[src/rtl/student_status_reader.sv]
// rtl/student_status_reader.sv - synchronized, filtered student status words behind an APB3 register slave
module student_status_reader #(
    parameter int SYNC_STAGES = 2,
    parameter int FILTER_LEN  = 4,
    parameter int APB_AW      = 5
) (
    input  logic              clk_in,
    input  logic              reset_int,
    input  logic [31:0]       status_0_in,
    input  logic [31:0]       status_1_in,
    input  logic [31:0]       status_2_in,
    input  logic [31:0]       status_3_in,
    input  logic              PSEL,
    input  logic              PENABLE,
    input  logic              PWRITE,
    input  logic [APB_AW-1:0] PADDR,
    input  logic [31:0]       PWDATA,
    output logic [31:0]       PRDATA,
    output logic              PREADY,
    output logic              PSLVERR,
    output logic              irq
);

    localparam logic [7:0] CNT_MAX = 8'(FILTER_LEN - 1);

    logic [31:0] status_in [4];
    logic [31:0] sync_ff   [4][SYNC_STAGES];
    logic [31:0] sync_val  [4];
    logic [31:0] cand      [4];
    logic [7:0]  cnt       [4];
    logic [31:0] filt      [4];
    logic [31:0] snap      [4];
    logic [3:0]  chg;
    logic [3:0]  change;
    logic [3:0]  irq_en;
    logic        auto_snap;
    logic [15:0] snap_cnt;

    logic [31:0] addr_ext;
    logic [2:0]  reg_idx;
    logic        addr_bad;
    logic        setup;
    logic        access;
    logic        wr_ok;
    logic        snap_strobe;
    logic [31:0] rd_mux;
    logic        unused_ok;

    assign status_in[0] = status_0_in;
    assign status_in[1] = status_1_in;
    assign status_in[2] = status_2_in;
    assign status_in[3] = status_3_in;

    assign PREADY      = 1'b1;
    assign addr_ext    = 32'(PADDR);
    assign reg_idx     = PADDR[4:2];
    assign addr_bad    = (addr_ext >= 32'h20) || (PADDR[1:0] != 2'b00);
    assign setup       = PSEL && !PENABLE;
    assign access      = PSEL && PENABLE;
    assign wr_ok       = access && PWRITE && !addr_bad;
    assign snap_strobe = wr_ok && (reg_idx == 3'd6) && PWDATA[0];
    assign unused_ok   = &{1'b0, PWDATA[31:4]};

    // Multi-flop synchronizer per status bit; the last stage is the only consumer-visible copy
    always_ff @(posedge clk_in or negedge reset_int) begin
        if (!reset_int) begin
            for (int i = 0; i < 4; i++)
                for (int s = 0; s < SYNC_STAGES; s++)
                    sync_ff[i][s] <= '0;
        end else begin
            for (int i = 0; i < 4; i++) begin
                sync_ff[i][0] <= status_in[i];
                for (int s = 1; s < SYNC_STAGES; s++)
                    sync_ff[i][s] <= sync_ff[i][s-1];
            end
        end
    end

    // Acceptance pulse: candidate has been stable long enough and differs from the accepted value
    always_comb begin
        for (int i = 0; i < 4; i++) begin
            sync_val[i] = sync_ff[i][SYNC_STAGES-1];
            chg[i]      = (sync_val[i] == cand[i]) && !(cnt[i] < CNT_MAX) && (cand[i] != filt[i]);
        end
    end

    // Stability filter: restart the count whenever the synchronized word moves
    always_ff @(posedge clk_in or negedge reset_int) begin
        if (!reset_int) begin
            for (int i = 0; i < 4; i++) begin
                cand[i] <= '0;
                cnt[i]  <= '0;
                filt[i] <= '0;
            end
        end else begin
            for (int i = 0; i < 4; i++) begin
                if (sync_val[i] != cand[i]) begin
                    cand[i] <= sync_val[i];
                    cnt[i]  <= '0;
                end else if (cnt[i] < CNT_MAX) begin
                    cnt[i] <= cnt[i] + 8'd1;
                end else if (cand[i] != filt[i]) begin
                    filt[i] <= cand[i];
                end
            end
        end
    end

    // Register file updates; an acceptance in the same cycle as a W1C keeps the flag set
    always_ff @(posedge clk_in or negedge reset_int) begin
        if (!reset_int) begin
            change    <= '0;
            irq_en    <= '0;
            auto_snap <= 1'b0;
            snap_cnt  <= '0;
            for (int i = 0; i < 4; i++)
                snap[i] <= '0;
        end else begin
            change <= (change & ~((wr_ok && reg_idx == 3'd4) ? PWDATA[3:0] : 4'h0)) | chg;
            if (wr_ok && reg_idx == 3'd5)
                irq_en <= PWDATA[3:0];
            if (wr_ok && reg_idx == 3'd6)
                auto_snap <= PWDATA[1];
            if (snap_strobe)
                snap_cnt <= snap_cnt + 16'd1;
            for (int i = 0; i < 4; i++) begin
                // cand already holds the value being accepted this cycle
                if (auto_snap && chg[i])
                    snap[i] <= cand[i];
                else if (snap_strobe)
                    snap[i] <= filt[i];
            end
        end
    end

    // Level interrupt, one cycle behind the flags
    always_ff @(posedge clk_in or negedge reset_int) begin
        if (!reset_int)
            irq <= 1'b0;
        else
            irq <= |(change & irq_en);
    end

    // Read mux over the register map
    always_comb begin
        rd_mux = '0;
        case (reg_idx)
            3'd0: rd_mux = snap[0];
            3'd1: rd_mux = snap[1];
            3'd2: rd_mux = snap[2];
            3'd3: rd_mux = snap[3];
            3'd4: rd_mux = {28'h0, change};
            3'd5: rd_mux = {28'h0, irq_en};
            3'd6: rd_mux = {30'h0, auto_snap, 1'b0};
            3'd7: rd_mux = {16'h0, snap_cnt};
            default: rd_mux = '0;
        endcase
    end

    // Read data and error are captured in the setup cycle so they are stable for the whole access phase
    always_ff @(posedge clk_in or negedge reset_int) begin
        if (!reset_int) begin
            PRDATA  <= '0;
            PSLVERR <= 1'b0;
        end else if (setup) begin
            PRDATA  <= (addr_bad || PWRITE) ? 32'h0 : rd_mux;
            PSLVERR <= addr_bad;
        end else begin
            PRDATA  <= '0;
            PSLVERR <= 1'b0;
        end
    end

endmodule

[config.mk]
export PLATFORM = sky130hd
export DESIGN_NAME = student_status_reader
export DESIGN_NICKNAME = d
export VERILOG_FILES = /design/src/rtl/student_status_reader.sv
export SDC_FILE = /design/constraint.sdc
export NUM_CORES = 1
export LEC_CHECK = 0
export CAP_MARGIN = 20
export CORE_MARGIN = 10
export CORE_UTILIZATION = 53
export DETAILED_ROUTE_END_ITERATION = 10
export PLACE_DENSITY = 0.76
export SLEW_MARGIN = 20
export SYNTH_ARGS = -nofsm -noshare
export SYNTH_HDL_FRONTEND = slang
export SYNTH_SLANG_ARGS = --single-unit
[constraint.sdc]
create_clock -name clk_in -period 2.3 [get_ports clk_in]
set_input_delay 0.46 -clock clk_in [delete_from_list [all_inputs] [get_ports clk_in]]
set_output_delay 0.46 -clock clk_in [all_outputs]
set_load 0.005 [all_outputs]
==> results of run 1 <==
state kept, by name, indices dropped and copies added, names as in the netlist, 4 cells and up:
name and count:
snap 128, cand 128, change 4, filt 128, cnt 32, sync_ff 256, snap_cnt 16, PRDATA 32
irq_en 4
area by class of cell:
type	instances	area, um2	area share, %
sequential	731	18300	50.8
multi-input combinational	1033	9810	27.2
timing repair buffer	411	4430	12.3
clock buffer	101	2180	6.05
tap	696	871	2.42
clock inverter	34	424	1.18
inverter	7	26.3	0.0729
placed cells by master, fill, tap and decap left out, types with 8 or more instances in the layout:
| cell type | n |
|---|---|
| a21oi_1 | 19 |
| and2_1 | 19 |
| dfrtp_1 | 724 |
| clkbuf_1 | 10 |
| xor2_1 | 104 |
| xnor2_2 | 13 |
| nand4_1 | 51 |
| buf_4 | 161 |
| buf_6 | 12 |
| buf_16 | 8 |
| nor4_1 | 25 |
| clkinvlp_4 | 11 |
| buf_12 | 46 |
| nor2_1 | 40 |
| nor3_1 | 11 |
| clkinv_2 | 8 |
| mux2_2 | 275 |
| bufinv_16 | 8 |
| clkdlybuf4s50_1 | 173 |
| clkbuf_8 | 12 |
| o22ai_1 | 16 |
| mux2_4 | 114 |
| clkbuf_16 | 85 |
| o21ai_0 | 22 |
| nand2_1 | 33 |
| mux2i_1 | 33 |
| xnor2_1 | 157 |
| a211oi_1 | 27 |
| nor4_2 | 11 |
per-stage QoR:
| step | hold slack, ns | util [%] | instance area [um2] | power [mW] |
|---|---|---|---|---|
| 2_1_floorplan | 0.164 | - | 28600 | 14.2 |
| 6_report | 0.281 | 67.2 | 36000 | 27.5 |
| 3_3_place_gp | 0.335 | 60.1 | 32200 | 15.0 |
| 5_1_grt | 0.252 | 67.2 | 36000 | 28.5 |
| 4_1_cts | 0.249 | 66.6 | 35700 | 27.7 |
| 3_5_place_dp | 0.335 | 60.1 | 32200 | 15.1 |
worst paths after layout:
check | from | end | cells past startpoint
worst max-delay path | cand[127] | snap[108] | 10
worst min-delay path | status_2_in[27] | sync_ff[123] | 1
worst max register to register | cand[127] | snap[108] | 10
worst min register to register | sync_ff[102] | sync_ff[70] | 0
max in group asynchronous | reset_int | cand[36] | 4
min in group asynchronous | reset_int | sync_ff[6] | 2
worst register-to-register path: stages, from the launching register on:
cell	delay, ns
dfrtp_1	0.40
xor2_1	0.19
nor4_2	0.33
buf_4	0.16
nand4_1	0.14
buf_4	0.20
nor2_4	0.13
nand4_4	0.19
buf_12	0.21
buf_8	0.12
mux2_4	0.29
kinds of logic after synthesis:
| family | count (synthesis) | share of synthesized area (%) |
|---|---|---|
| multiplexers | 422 | 16.9 |
| other | 1 | 0.0131 |
| XOR/XNOR | 275 | 8.43 |
| AND/OR/NAND/NOR | 235 | 4.79 |
| buffers and inverters | 203 | 3.52 |
| flip-flops | 731 | 64.0 |
| adder cells (fa/ha/maj) | 5 | 0.219 |
| AO/OA/AOI/OAI | 95 | 2.10 |
layer usage:
metal	part of all wire, %	vias to the layer above	wire length, um	global-route usage (%)
met5	0.043	-	29	0
met4	3.5	4	2340	8.05
met2	50	431	33500	35.6
met3	6.0	147	4010	5.52
met1	41	8415	27300	26.1
li1	-	7257	-	-
power by group:
group	internal (mW)	total, mW	switching (mW)
clock	7.59	12.6	5.03
combinational	0.686	1.38	0.692
sequential	13.2	13.5	0.279
total	21.5	27.5	6.00
what timing repair did:
action,4_1_cts,5_1_grt
hold buffers,1,0
gates cloned,11,6
gates resized for setup,100,61
setup endpoints to repair,225,256
setup buffers,18,11
pin swaps,15,22
endpoints found under the hold margin,31,0
==> results.md, run 1 <==
* Pins Over Slew Limit at 0
* Syn Nets at 2142
* Initial Util at 53.3%
* Syn Area/Cell at 14.5 um2
* Sequential fraction of the synthesis area at 64.0%
* Max Cap Viol at 0
* Placed Cells at 2839
* Die Wd at 252 um
* CTS tree: yes
* Crit Path Class: reg -> reg
* Most frequent CP cell: buf_4
* Normalized max-slew margin at 56.3%
* Fillers at 3554
* CTS max path bufs at 3
* Initial antenna violation count at 2
* Minimum setup slack among reg-to-reg paths at -0.17 ns
* Worst EP arrival at 2.97 ns
* Unrepaired setup endpoints after global routing: true
* Area growth, synth to finish at 26.1%
* Post-route ant nets at 0
* Drt pass-1 iters at 5
* Total GRT Usage at 21.2%
* Crit end category: register
* Ys Warns at 0
* Failing checks: negative setup slack
* Top FF cell, synth: dfrtp_1
* Clk sinks at 731
* H-tree levels at 3
* Power Dens Cells at 763 mW/mm2
* Die area at 0.0636 mm2
* First-pass GRT wire length at 104000 um
* Vias at 16300
* Die Y-Extent at 252 um
* Peak supply drop at 691 uV
* Worst hold path type: in -> reg
* Total grt overflow at 0
* # port buffers at 175
* EDFF count, synth at 0
* Post-route insts no fill at 3013
* Post-synth cell types at 47
* Most area-consuming cells after synthesis: dfrtp_1 64%, mux2_2 12%, xnor2_1 5.2%
* WP data required at 2.80 ns
* Ys async rst share at 100%
* Crit share post-route at 108%
* WL/cell at 22.3 um
* Leak at 16.6 nW
* Status: complete, but fails checks
* Delay-heaviest family, CP: simple AND/OR/NAND/NOR gates
* Cts bufs inserted at 75
* Initial DRC count at 1004
* Crit-path cells: xor2_1 > nor4_2 > buf_4 > nand4_1 > buf_4 > nor2_4 > nand4_4 > buf_12 > buf_8 > mux2_4
* Largest net degree at the start of global routing at 99
* Critical Path Max Stage Delay at 0.40 ns
* Most common cell in the synthesized netlist: dfrtp_1
* Seq cells post-synth at 731
* Worst-Margin Slew at 0.637 ns
* Dpl hpwl at 45800 um
* Hold Fails Final Rpt at 0
* Final setup fails at 160
* Slowest-stage cell, CP: dfrtp_1
* Vias in the first global route at 18000
* Worst Slack Setup Final at -0.174 ns
* IO Pins at 205
* Top achievable clock speed at 0.404 GHz
* WP buf/inv at 4
* Largest area contributor in the netlist: dfrtp_1
* Clock Latency Late Sink at 0.62 ns
* Share of cells above drive strength 1 at 34.8%
* Startpoint Class: register
* Core area at 0.0536 mm2
* RD Place Congestion at 0.948
* NumNets Final at 2434
* Setup tns final at -12.94 ns
* FP Rows at 85
* Place WS at -0.520 ns
* # diodes at 0
* Synth Instances at 1967
* Mapped Area at 0.0286 mm2
* Via/cell ratio at 5.39
* CTS clk-pin slew, worst paths at 0.06 ns
* Clock skew at 0.0200 ns
* Fin crit period at 2.47 ns
* Post-synth top cells: 731 x dfrtp_1, 316 x mux2_2, 170 x xnor2_1, 149 x clkbuf_1, 105 x xor2_1
* Synth top area share at 64.0%
* Final WL at 67200 um
* Root buffer cell: clkbuf_16
* Residual DRC count at 0
* Crit Path Max Fanout at 5
Power figures use the tool's default switching activity.
==> run 2: changes to the inputs <==
- CORE_UTILIZATION: 53 -> 50
- PLACE_DENSITY: 0.76 -> 0.72
==> results.md, run 2 (synthesis gave the netlist of run 1 again) <==
* Status: complete, but fails checks
* Failing checks: negative setup slack
* Cts bufs inserted at 74
* Die Y-Extent at 259 um
* Commonest non-fill, non-tap cells in the layout: 727 x dfrtp_1, 279 x mux2_2, 173 x clkdlybuf4s50_1
* Share of cells above drive strength 1 at 34.2%
* Max Cap Viol at 0
* H-tree levels at 3
* Minimum setup slack among reg-to-reg paths at -0.17 ns
* CTS max path bufs at 3
* Vias in the first global route at 17600
* # port buffers at 175
* Top reg by flops: sync_ff
* Hold Fails Final Rpt at 0
* Startpoint Class: register
* RD Place Congestion at 1.04
* Crit Path Max Fanout at 8
* Top achievable clock speed at 0.405 GHz
* Peak supply drop at 640 uV
* Fin crit period at 2.47 ns
* Die area at 0.0671 mm2
* Drt pass-1 iters at 5
* Worst Slack Setup Final at -0.170 ns
* Final setup fails at 182
* Total grt overflow at 0
* Initial antenna violation count at 5
* Largest net degree at the start of global routing at 83
* Most common cell after layout, fill and taps aside: dfrtp_1
* Power Dens Cells at 757 mW/mm2
* Clock skew at 0.0323 ns
* CTS clk-pin slew, worst paths at 0.06 ns
* Worst-Margin Slew at 0.872 ns
* IO Pins at 205
* Pins Over Slew Limit at 0
* Area growth, synth to finish at 25.8%
* Total GRT Usage at 19.5%
* CTS tree: yes
* Dpl hpwl at 45400 um
* Residual DRC count at 0
* Die Wd at 259 um
* Vias at 16100
* Post-route ant nets at 0
* WL/cell at 21.4 um
* Clk sinks at 731
* Setup tns final at -11.73 ns
* Placed Cells at 2896
* FP Rows at 87
* First-pass GRT wire length at 101000 um
* Place WS at -0.486 ns
* Unrepaired setup endpoints after global routing: true
* Initial Util at 50.6%
* Crit Path Class: reg -> reg
* Normalized max-slew margin at 41.9%
* Via/cell ratio at 5.24
* NumNets Final at 2433
* Initial DRC count at 980
* Worst EP arrival at 2.96 ns
* Clock Latency Late Sink at 0.63 ns
* WP data required at 2.79 ns
* Post-route insts no fill at 3073
* Crit end category: register
* Core area at 0.0565 mm2
* Root buffer cell: clkbuf_16
* Final WL at 65800 um
* Largest register FFs at 256
* Leak at 16.6 nW
* Worst hold path type: in -> reg
* Power Total at 27.2 mW
* Crit share post-route at 107%
-- run 2: cell types whose count changed in the layout (fill, tap and decap cells not counted), sizes merged --
| cell | previous run | this run |
|---|---|---|
| clkinvlp | 11 | 3 |
| diode | 0 | 1 |
| buf | 231 | 228 |
| clkinv | 11 | 13 |
| clkbuf | 107 | 115 |
-- run 2: path summary, 6_finish.rpt --
check | from | end | cells after the start
min in group asynchronous | reset_int | sync_ff[36] | 2
max in group asynchronous | reset_int | sync_ff[200] | 4
min | status_0_in[16] | sync_ff[240] | 1
max | sync_ff[132] | snap[84] | 10
max reg2reg | sync_ff[132] | snap[84] | 10
min reg2reg | sync_ff[231] | sync_ff[199] | 0
-- run 2: area by class of cell --
cell class | instances | area [um2]
Timing Repair Buffer | 411 | 4340
Clock buffer | 106 | 2120
Inverter | 7 | 26.3
Fill cell | 4025 | 20500
Antenna cell | 1 | 2.50
Sequential cell | 731 | 18300
Multi-Input combinational cell | 1033 | 9810
Tap cell | 756 | 946
Clock inverter | 28 | 404
-- run 2: through the flow --
step	instance area (um2)	hold slack, ns	utilization (%)
6_report	36000	0.268	63.6
5_1_grt	35900	0.242	63.6
4_1_cts	35300	0.231	62.5
3_5_place_dp	32200	0.335	57.0
3_3_place_gp	32200	0.335	57.0
2_1_floorplan	28600	0.164	-
-- run 2: metal layers --
layer	GRT usage (%)	up-vias	part of all wire, %	wire, um
met5	0	-	0.093	61
met2	32.4	368	50	33100
met3	4.78	116	5.7	3740
li1	-	7250	-	-
met4	6.60	8	2.7	1750
met1	24.7	8367	41	27200
-- run 2: power by group --
group,switching (mW),internal [mW],total (mW)
registers,0.273,13.2,13.5
clock network,5.00,7.38,12.4
logic,0.672,0.676,1.35
-- run 2: what timing repair did --
action,CTS,global route
hold buffers,1,0
endpoints found under the hold margin,33,0
cloned,9,10
setup buffers,15,10
endpoints found under the setup margin,190,237
pin swaps,9,22
gates resized for setup,59,79
-- run 2: critical path: stages, from the launching register on --
cell	delay, ns
dfrtp_1	0.39
xor2_1	0.18
nor4_2	0.29
buf_4	0.18
nand4_1	0.14
buf_4	0.19
nor2_4	0.11
nand4_4	0.18
buf_4	0.25
buf_16	0.14
mux2_2	0.28
